## src/rtl/icache_line_refill_responder.sv

```systemverilog
// Instruction-cache line refill responder: reads one line from synchronous memory
// and returns it critical word first through a 2-entry response buffer.
module icache_line_refill_responder #(
  parameter int unsigned LINE_BYTES = 64,
  parameter int unsigned ADDR_WIDTH = 32
) (
  input  logic                            clk_i,
  input  logic                            rst_i,
  input  logic                            req_valid_i,
  output logic                            req_ready_o,
  input  logic [ADDR_WIDTH-1:0]           req_addr_i,
  output logic                            rsp_valid_o,
  input  logic                            rsp_ready_i,
  output logic [31:0]                     rsp_data_o,
  output logic [$clog2(LINE_BYTES/4)-1:0] rsp_beat_o,
  output logic                            rsp_last_o,
  output logic                            mem_re_o,
  output logic [ADDR_WIDTH-1:0]           mem_addr_o,
  input  logic [31:0]                     mem_rdata_i
);

  localparam int unsigned BEATS  = LINE_BYTES / 4;
  localparam int unsigned IDX_W  = $clog2(BEATS);
  localparam int unsigned OFF_W  = $clog2(LINE_BYTES);
  localparam int unsigned BASE_W = ADDR_WIDTH - OFF_W;
  localparam int unsigned CNT_W  = IDX_W + 1;

  localparam logic [0:0] ST_IDLE  = 1'b0;
  localparam logic [0:0] ST_BURST = 1'b1;

  logic [0:0]        state_q, state_d;
  logic [BASE_W-1:0] base_q, base_d;
  logic [IDX_W-1:0]  start_q, start_d;
  logic [CNT_W-1:0]  issue_cnt_q, issue_cnt_d;
  logic [IDX_W-1:0]  accept_cnt_q, accept_cnt_d;
  logic              inflight_q, inflight_d;
  logic [IDX_W-1:0]  infl_idx_q, infl_idx_d;
  logic              infl_last_q, infl_last_d;
  logic [31:0]       fifo_data_q [2];
  logic [31:0]       fifo_data_d [2];
  logic [IDX_W-1:0]  fifo_idx_q [2];
  logic [IDX_W-1:0]  fifo_idx_d [2];
  logic [1:0]        fifo_last_q, fifo_last_d;
  logic              wr_ptr_q, wr_ptr_d;
  logic              rd_ptr_q, rd_ptr_d;
  logic [1:0]        occ_q, occ_d;

  logic              pop;
  logic              issue;
  logic              credit_ok;
  logic [2:0]        committed;
  logic [IDX_W-1:0]  issue_idx;
  logic              unused_addr_bits;

  assign unused_addr_bits = ^req_addr_i[1:0];

  // Response side is driven straight from the buffer head and blanked during reset
  assign req_ready_o = !rst_i && (state_q == ST_IDLE);
  assign rsp_valid_o = !rst_i && (occ_q != 2'd0);
  assign rsp_data_o  = rst_i ? 32'd0 : fifo_data_q[rd_ptr_q];
  assign rsp_beat_o  = rst_i ? '0 : fifo_idx_q[rd_ptr_q];
  assign rsp_last_o  = !rst_i && fifo_last_q[rd_ptr_q];

  assign pop = rsp_valid_o && rsp_ready_i;

  // Buffered plus in-flight beats must stay below two after this cycle's pop
  assign committed = 3'(occ_q) + 3'(inflight_q) - 3'(pop);
  assign credit_ok = committed < 3'd2;
  assign issue     = !rst_i && (state_q == ST_BURST) &&
                     (issue_cnt_q < CNT_W'(BEATS)) && credit_ok;
  assign issue_idx = start_q + issue_cnt_q[IDX_W-1:0];

  assign mem_re_o   = issue;
  assign mem_addr_o = issue ? {base_q, issue_idx, 2'b00} : '0;

  always_comb begin
    state_d      = state_q;
    base_d       = base_q;
    start_d      = start_q;
    issue_cnt_d  = issue_cnt_q;
    accept_cnt_d = accept_cnt_q;
    inflight_d   = issue;
    infl_idx_d   = issue_idx;
    infl_last_d  = (issue_cnt_q == CNT_W'(BEATS - 1));
    fifo_data_d  = fifo_data_q;
    fifo_idx_d   = fifo_idx_q;
    fifo_last_d  = fifo_last_q;
    wr_ptr_d     = wr_ptr_q;
    rd_ptr_d     = rd_ptr_q;
    occ_d        = occ_q + 2'(inflight_q) - 2'(pop);

    case (state_q)
      ST_IDLE: begin
        if (req_valid_i) begin
          base_d       = req_addr_i[ADDR_WIDTH-1:OFF_W];
          start_d      = req_addr_i[OFF_W-1:2];
          issue_cnt_d  = '0;
          accept_cnt_d = '0;
          state_d      = ST_BURST;
        end
      end
      ST_BURST: begin
        if (issue) begin
          issue_cnt_d = issue_cnt_q + CNT_W'(1);
        end
        if (pop) begin
          accept_cnt_d = accept_cnt_q + IDX_W'(1);
          if (accept_cnt_q == IDX_W'(BEATS - 1)) begin
            state_d = ST_IDLE;
          end
        end
      end
      default: state_d = ST_IDLE;
    endcase

    // Read data lands one cycle after its issue
    if (inflight_q) begin
      fifo_data_d[wr_ptr_q] = mem_rdata_i;
      fifo_idx_d[wr_ptr_q]  = infl_idx_q;
      fifo_last_d[wr_ptr_q] = infl_last_q;
      wr_ptr_d              = !wr_ptr_q;
    end
    if (pop) begin
      rd_ptr_d = !rd_ptr_q;
    end
  end

  always_ff @(posedge clk_i) begin
    if (rst_i) begin
      state_q      <= ST_IDLE;
      base_q       <= '0;
      start_q      <= '0;
      issue_cnt_q  <= '0;
      accept_cnt_q <= '0;
      inflight_q   <= 1'b0;
      infl_idx_q   <= '0;
      infl_last_q  <= 1'b0;
      fifo_data_q  <= '{default: '0};
      fifo_idx_q   <= '{default: '0};
      fifo_last_q  <= '0;
      wr_ptr_q     <= 1'b0;
      rd_ptr_q     <= 1'b0;
      occ_q        <= '0;
    end else begin
      state_q      <= state_d;
      base_q       <= base_d;
      start_q      <= start_d;
      issue_cnt_q  <= issue_cnt_d;
      accept_cnt_q <= accept_cnt_d;
      inflight_q   <= inflight_d;
      infl_idx_q   <= infl_idx_d;
      infl_last_q  <= infl_last_d;
      fifo_data_q  <= fifo_data_d;
      fifo_idx_q   <= fifo_idx_d;
      fifo_last_q  <= fifo_last_d;
      wr_ptr_q     <= wr_ptr_d;
      rd_ptr_q     <= rd_ptr_d;
      occ_q        <= occ_d;
    end
  end

endmodule

```

## config.mk

```make
export PLATFORM = sky130hd
export DESIGN_NAME = icache_line_refill_responder
export DESIGN_NICKNAME = d
export VERILOG_FILES = /design/src/rtl/icache_line_refill_responder.sv
export SDC_FILE = /design/constraint.sdc
export NUM_CORES = 1
export LEC_CHECK = 0
export ABC_AREA = 0
export CELL_PAD_IN_SITES_DETAIL_PLACEMENT = 0
export CELL_PAD_IN_SITES_GLOBAL_PLACEMENT = 1
export CORE_MARGIN = 8
export CORE_UTILIZATION = 32
export CTS_CLUSTER_DIAMETER = 150
export DETAILED_ROUTE_END_ITERATION = 12
export PLACE_DENSITY = 0.84
export SYNTH_ARGS = -nofsm -noshare
export SYNTH_HDL_FRONTEND = slang
export SYNTH_SLANG_ARGS = --single-unit
```

## constraint.sdc

```tcl
create_clock -name clk_i -period 3.4 [get_ports clk_i]
set_input_delay 0.51 -clock clk_i [delete_from_list [all_inputs] [get_ports clk_i]]
set_output_delay 0.51 -clock clk_i [all_outputs]
set_load 0.03 [all_outputs]
```

# Word level (Yosys, flattened, before mapping)
# Index checks and enable logic that the tools add are counted.
[op_classes]
n_bitwise = 3
add_sub_neg = 7
eq_ne = 5
muxes = 30
n_lt_le_gt_ge = 8
reduce_logical = 16
[op_table]
columns = ["cell", "count"]
rows = [
  ["$mux 32", 6],
  ["$bwmux 64", 1],
  ["$demux 32 s1", 1],
  ["$mux 4", 7],
  ["$mux 5", 2],
  ["$pmux 5 s2", 1],
  ["$logic_and 1x1->1", 9],
  ["$bwmux 8", 1],
  ["$pmux 4 s2", 1],
  ["$mux 1", 6],
  ["$reduce_and 2->1", 3],
  ["$add 5x1->5 const B", 1],
  ["$eq 5x4->1 const B", 1],
  ["$lt 5x5->1 const B", 1],
  ["$add 4x1->4 const B", 1],
  ["$add 4x4->4", 1],
  ["$demux 4 s1", 1],
  ["$eq 4x4->1 const B", 1],
  ["$ge 2x2->1 const B", 2],
  ["$lt 1x2->1 const B", 2],
  ["$ne 2x1->1 const B", 2],
  ["$not 1->2", 2],
  ["$add 2x1->3", 1],
  ["$logic_not 1->1", 3],
  ["12 further kinds", 12],
]
[word_totals]
reg_bits = 124
elab_cells = 85
out_inout_bits = 72
input_bits = 68

# Longest topological paths before layout
[depth]
word_depth = 8
depth_mapped = 12
depth_no_buf = 10

# Least setup slack after synthesis
# No wires, ideal clock.
[synth_timing]
kind = "input port to output port"
startpoint = "input port rst_i"
endpoint = "output port mem_addr_o[12]"
arrival_ns = 2.916
stages = 12
t_required_ns = 2.890
path_slack_ns = -0.026
path_buffers = 3
cell_sequence = "buf_6 -> o21bai_1 -> nor2_1 -> ha_1 -> inv_1 -> ha_1 -> inv_1 -> fa_1 -> and4bb_2 -> buf_2 -> clkbuf_1 -> and3_1"
[synth_between]
elab_chain_len = 7
elab_cells_between_ends = 9
cone_classes = "add/sub (1); order compare (1); mux (1); reduce/logical (6)"
[synth_rtl]
columns = ["item", "line", "rtl"]
rows = [
  ["start: declaration", "8", "input logic rst_i,"],
  ["$logic_not 1->1", "59", "assign rsp_valid_o = !rst_i && (occ_q != 2'd0);"],
  ["$logic_and 1x1->1", "59", ""],
  ["$logic_and 1x1->1", "64", "assign pop = rsp_valid_o && rsp_ready_i;"],
  ["via pop", "48", "logic pop;"],
  ["$sub 3x1->3", "67", "assign committed = 3'(occ_q) + 3'(inflight_q) - 3'(pop);"],
  ["$lt 3x2->1", "68", "assign credit_ok = committed < 3'd2;"],
  ["$logic_and 1x1->1", "70", "(issue_cnt_q < CNT_W'(BEATS)) && credit_ok;"],
  ["$mux 32", "74", "assign mem_addr_o = issue ? {base_q, issue_idx, 2'b00} : '0;"],
  ["end: declaration", "18", "output logic [ADDR_WIDTH-1:0] mem_addr_o,"],
]
# The timed path passes the listed nets, and every way through them passes these cells.

# Worst setup path after layout
[layout_timing]
startpoint = "register occ_q[1]"
endpoint = "output port mem_addr_o[17]"
[layout_between]
elab_chain_len = 7
elab_cells_between_ends = 8
cone_classes = "add/sub (2); order compare (1); mux (1); reduce/logical (4)"
[layout_rtl]
columns = ["item", "line", "rtl"]
rows = [
  ["start: declaration", "46", "logic [1:0] occ_q, occ_d;"],
  ["start signal: assignment", "143", "occ_q <= '0;"],
  ["start signal: assignment", "158", "occ_q <= occ_d;"],
  ["$reduce_bool 2->1", "59", ""],
  ["$logic_and 1x1->1", "59", ""],
  ["$logic_and 1x1->1", "64", ""],
  ["via pop", "48", ""],
  ["$sub 3x1->3", "67", ""],
  ["$lt 3x2->1", "68", ""],
  ["$logic_and 1x1->1", "70", ""],
  ["$mux 32", "74", ""],
]
# The timed path passes the listed nets, and every way through them passes these cells.

==> flow_metrics.env <==
export IMPL_fin_crit_sh_pct=97.22
export IMPL_ys_top_cells_by_area="dfxtp_1 (46%), nand2_1 (15%), a21oi_1 (10%)"
export IMPL_setup_tns_ns=0
export IMPL_num_antenna_cells=0
export IMPL_initial_utilization_pct=32.51
export IMPL_criticalPathCategory="reg -> out"
export IMPL_place_ws_ns=-0.1167
export IMPL_yosysSeqAreaShare_pct=46.38
export IMPL_p_seq_share_pct=36.7
export IMPL_slowest_delay_ns=0.49
export IMPL_via_per_inst=4.704
export IMPL_layout_min_cycle_time_ns=3.305
export IMPL_r2r_setup_slack_ns=0.81
export IMPL_p_sw_mw=1.274
export IMPL_path_common_cell="inv_1"
export IMPL_layout_setup_ws_ns=0.09463
export IMPL_ir_drop_mv=0.3253
export IMPL_syn_avg_cell_area_um2=7.791
export IMPL_cp_start_kind="flop"
export IMPL_synth_top_area_share_pct=46.38
export IMPL_clk_pin_slew_ns=0.05
export IMPL_setup_violations_final=0
export IMPL_drv_slew=0
export IMPL_hold_ws_ns=0.4506
export IMPL_die_y_um=145.3
export IMPL_reg2reg_depth=12
export IMPL_internal_power_mw=3.204
export IMPL_clock_fmax_ghz=0.3025
export IMPL_hold_viol_final=0
export IMPL_overflow=0
export IMPL_worst_path_buf_inv=5
export IMPL_holdPathStages=2
export IMPL_p_clk_share_pct=42.2
export IMPL_wl_per_cell_um=14.40
export IMPL_synth_distinct_cells=40
export IMPL_worstHoldEndpoint="fifo_idx_q[4]"
export IMPL_arrival_ns=2.80
export IMPL_vias=4916
export IMPL_nFillCells=1647
export IMPL_dpl_hpwl_um=9406
export IMPL_synthTopCellsByCount="nand2_1 (215), dfxtp_1 (124), a21oi_1 (110)"
export IMPL_slew_headroom_pct=36.72
export IMPL_gp_congestion=0.7082
export IMPL_first_global_vias=4791
export IMPL_final_antenna_net_count=0
export IMPL_r2r_end="issue_cnt_q[3]"
export IMPL_antenna_found_initial=0
export IMPL_cts_tree="built"
export IMPL_synth_cells=687
export IMPL_fp_dieArea_mm2=0.02112
export IMPL_p_leak_nw=2.840
export IMPL_async_flop_share_pct=0
export IMPL_cp_max_fo=6
export IMPL_drv_cap=0
export IMPL_critPathSlowestCell="fa_1"
export IMPL_clockRootBuffer="clkbuf_16"
export IMPL_synthToLayoutAreaGrowth_pct=45.04
export IMPL_insertion_delay_ns=0.41
export IMPL_portBuffers=135
export IMPL_p_comb_share_pct=21.1
export IMPL_hp_start="infl_idx_q[0]"
export IMPL_cts_buffers=17
export IMPL_first_pass_iters=4
export IMPL_critPathTopFamily="adder cells"
export IMPL_rows=47
export IMPL_cts_htree_levels=4
export IMPL_outcome="finished clean"
export IMPL_cp_required_ns=2.89
export IMPL_path_cells="o21bai_4 > nor2_4 > ha_4 > inv_1 > ha_2 > inv_1 > fa_1 > and4bb_4 > buf_12 > clkbuf_16 > and3_4 > buf_6"
export IMPL_ys_warn_count=0
export IMPL_p_sw_share_pct=28.45
export IMPL_die_width_um=145.3
export IMPL_syn_cell_area_mm2=0.005353
export IMPL_yosys_area_top_type="dfxtp_1"
export IMPL_utilization_pct=47.15
export IMPL_grt_pass1_wl_um=24430
export IMPL_synth_edf_count=0
export IMPL_cts_sinks=124
export IMPL_io_pins=140
export IMPL_totalWireLength_um=15040
export IMPL_cts_path_max_buffers=2
export IMPL_gr_usage_all_layers_pct=14.02
export IMPL_worst_pin_slew_ns=0.9468
export IMPL_ys_ff_latch=124
export IMPL_post_synth_top_count_cell="nand2_1"
export IMPL_drt_initial_drc_count=236
export IMPL_drive_above_1_share_pct=14.06
export IMPL_drc_errors=0
export IMPL_critPathCaptureType="output pin"
export IMPL_hp_class="reg -> reg"
export IMPL_synth_ff_type="dfxtp_1"
export IMPL_skew_ns=0.007368
export IMPL_grt_max_degree=160
export IMPL_powerDensity_mw_per_mm2=576.7
export IMPL_core_area_mm2=0.01647
export IMPL_cp_depth=12
export IMPL_reg2reg_from="occ_q[1]"
export IMPL_num_nets_final=891
==> per-stage QoR <==
stage          cell area (µm²)  std cells  power (mW)
3_3_place_gp              6883       1008       2.529
2_1_floorplan             5369        688       2.156
5_1_grt                   7764       1045       4.701
4_1_cts                   7679       1042       4.502
3_5_place_dp              6883       1008       2.539
6_report                  7764       1045       4.478
==> cell families (layout without fill, tap and decap cells) <==
kind of cell / count (synthesis) / count (layout) / synth area share, %
flip-flops: 124 / 124 / 46.38
adder cells (fa/ha/maj): 10 / 10 / 2.618
XOR/XNOR: 4 / 4 / 0.6546
multiplexers: 38 / 38 / 7.106
buffers and inverters: 65 / 202 / 5.166
other: 1 / 2 / 0.07006
AND/OR/NAND/NOR: 317 / 317 / 25.22
AO/OA/AOI/OAI: 128 / 128 / 12.79
==> repair_timing <==
| item | 4_1_cts | 5_1_grt |
|---|---|---|
| gates cloned | 1 | 1 |
| setup buffers | 2 | 2 |
| pin swaps | 2 | 3 |
| endpoints found under the setup margin | 31 | 31 |
| hold buffers | 0 | 0 |
| gates resized for setup | 31 | 11 |
==> worst max-delay path by stage <==
| stage | slack, ns | end | start |
|---|---|---|---|
| 6_report | 0.09 | mem_addr_o[17] | occ_q[1] |
| 5_1_grt | -0.003 | mem_addr_o[17] | occ_q[1] |
| 4_1_cts | 0.02 | mem_addr_o[21] | occ_q[1] |
| 3_5_place_dp | -0.12 | mem_addr_o[5] | rsp_ready_i |
| 3_3_place_gp | -0.09 | mem_addr_o[5] | rsp_ready_i |
| 2_1_floorplan | 0.03 | mem_addr_o[12] | rst_i |
==> state kept, by name (all words and copies together), names as in the netlist <==
signal,flops
occ_q,2
fifo_data_q,64
rd_ptr_q,1
start_q,4
wr_ptr_q,1
accept_cnt_q,4
state_q,1
inflight_q,1
fifo_last_q,2
issue_cnt_q,5
base_q,26
infl_last_q,1
fifo_idx_q,8
infl_idx_q,4
==> metal layers <==
metal  track usage, %  part of all wire, %  routed length, µm  vias to the layer above
met5                0                    0                  0                        -
met4            4.060                 0.72                108                        0
met3            5.908                  7.0               1048                        9
met2            21.85                   46               6883                      140
met1            17.35                   47               7003                     2252
li1                 -                    -                  -                     2515
==> power groups by stage <==
stage	registers (mW)	clock network (mW)	logic, mW
2_1_floorplan	1.63	0	0.528
3_3_place_gp	1.67	0	0.859
3_5_place_dp	1.67	0	0.867
4_1_cts	1.65	1.94	0.916
5_1_grt	1.65	2.02	1.03
6_report	1.64	1.89	0.945
==> layout by cell type (no fill, tap or decap), types with 4 or more instances in the layout <==
| cell type | netlist | final |
|---|---|---|
| inv_1 | 12 | 11 |
| ha_1 | 8 | 6 |
| nor2_1 | 46 | 45 |
| buf_4 | 2 | 28 |
| and3_1 | 28 | 15 |
| and3_2 | 0 | 6 |
| clkbuf_16 | 0 | 18 |
| buf_6 | 1 | 20 |
| buf_12 | 0 | 6 |
| a21oi_1 | 110 | 109 |
| dfxtp_1 | 124 | 121 |
| nand3_1 | 7 | 7 |
| and3_4 | 0 | 7 |
| clkdlybuf4s50_1 | 0 | 102 |
| bufinv_16 | 0 | 4 |
| mux2i_1 | 38 | 38 |
| nand2_1 | 215 | 214 |
| nor2b_1 | 6 | 4 |
==> cell type report <==
class                           instances  area, µm²  area share [%]
Multi-Input combinational cell        499       2696           34.73
Sequential cell                       124       2489           32.05
Timing Repair Buffer                  159       1638           21.10
Clock buffer                           18      429.2           5.528
Tap cell                              220      275.3           3.546
Clock inverter                         13      191.4           2.466
Inverter                               12      45.04          0.5802
==> worst register-to-register path, delay by kind of cell, from the launching register on <==
kind	cells	cell delay (ns)
AOI/OAI and AO/OA	2	0.45
DFF	1	0.35
adders and majority gates	3	0.84
buffers and inverters	4	0.41
and+or+nand+nor	3	0.44
(Power assumes the default switching activity.)
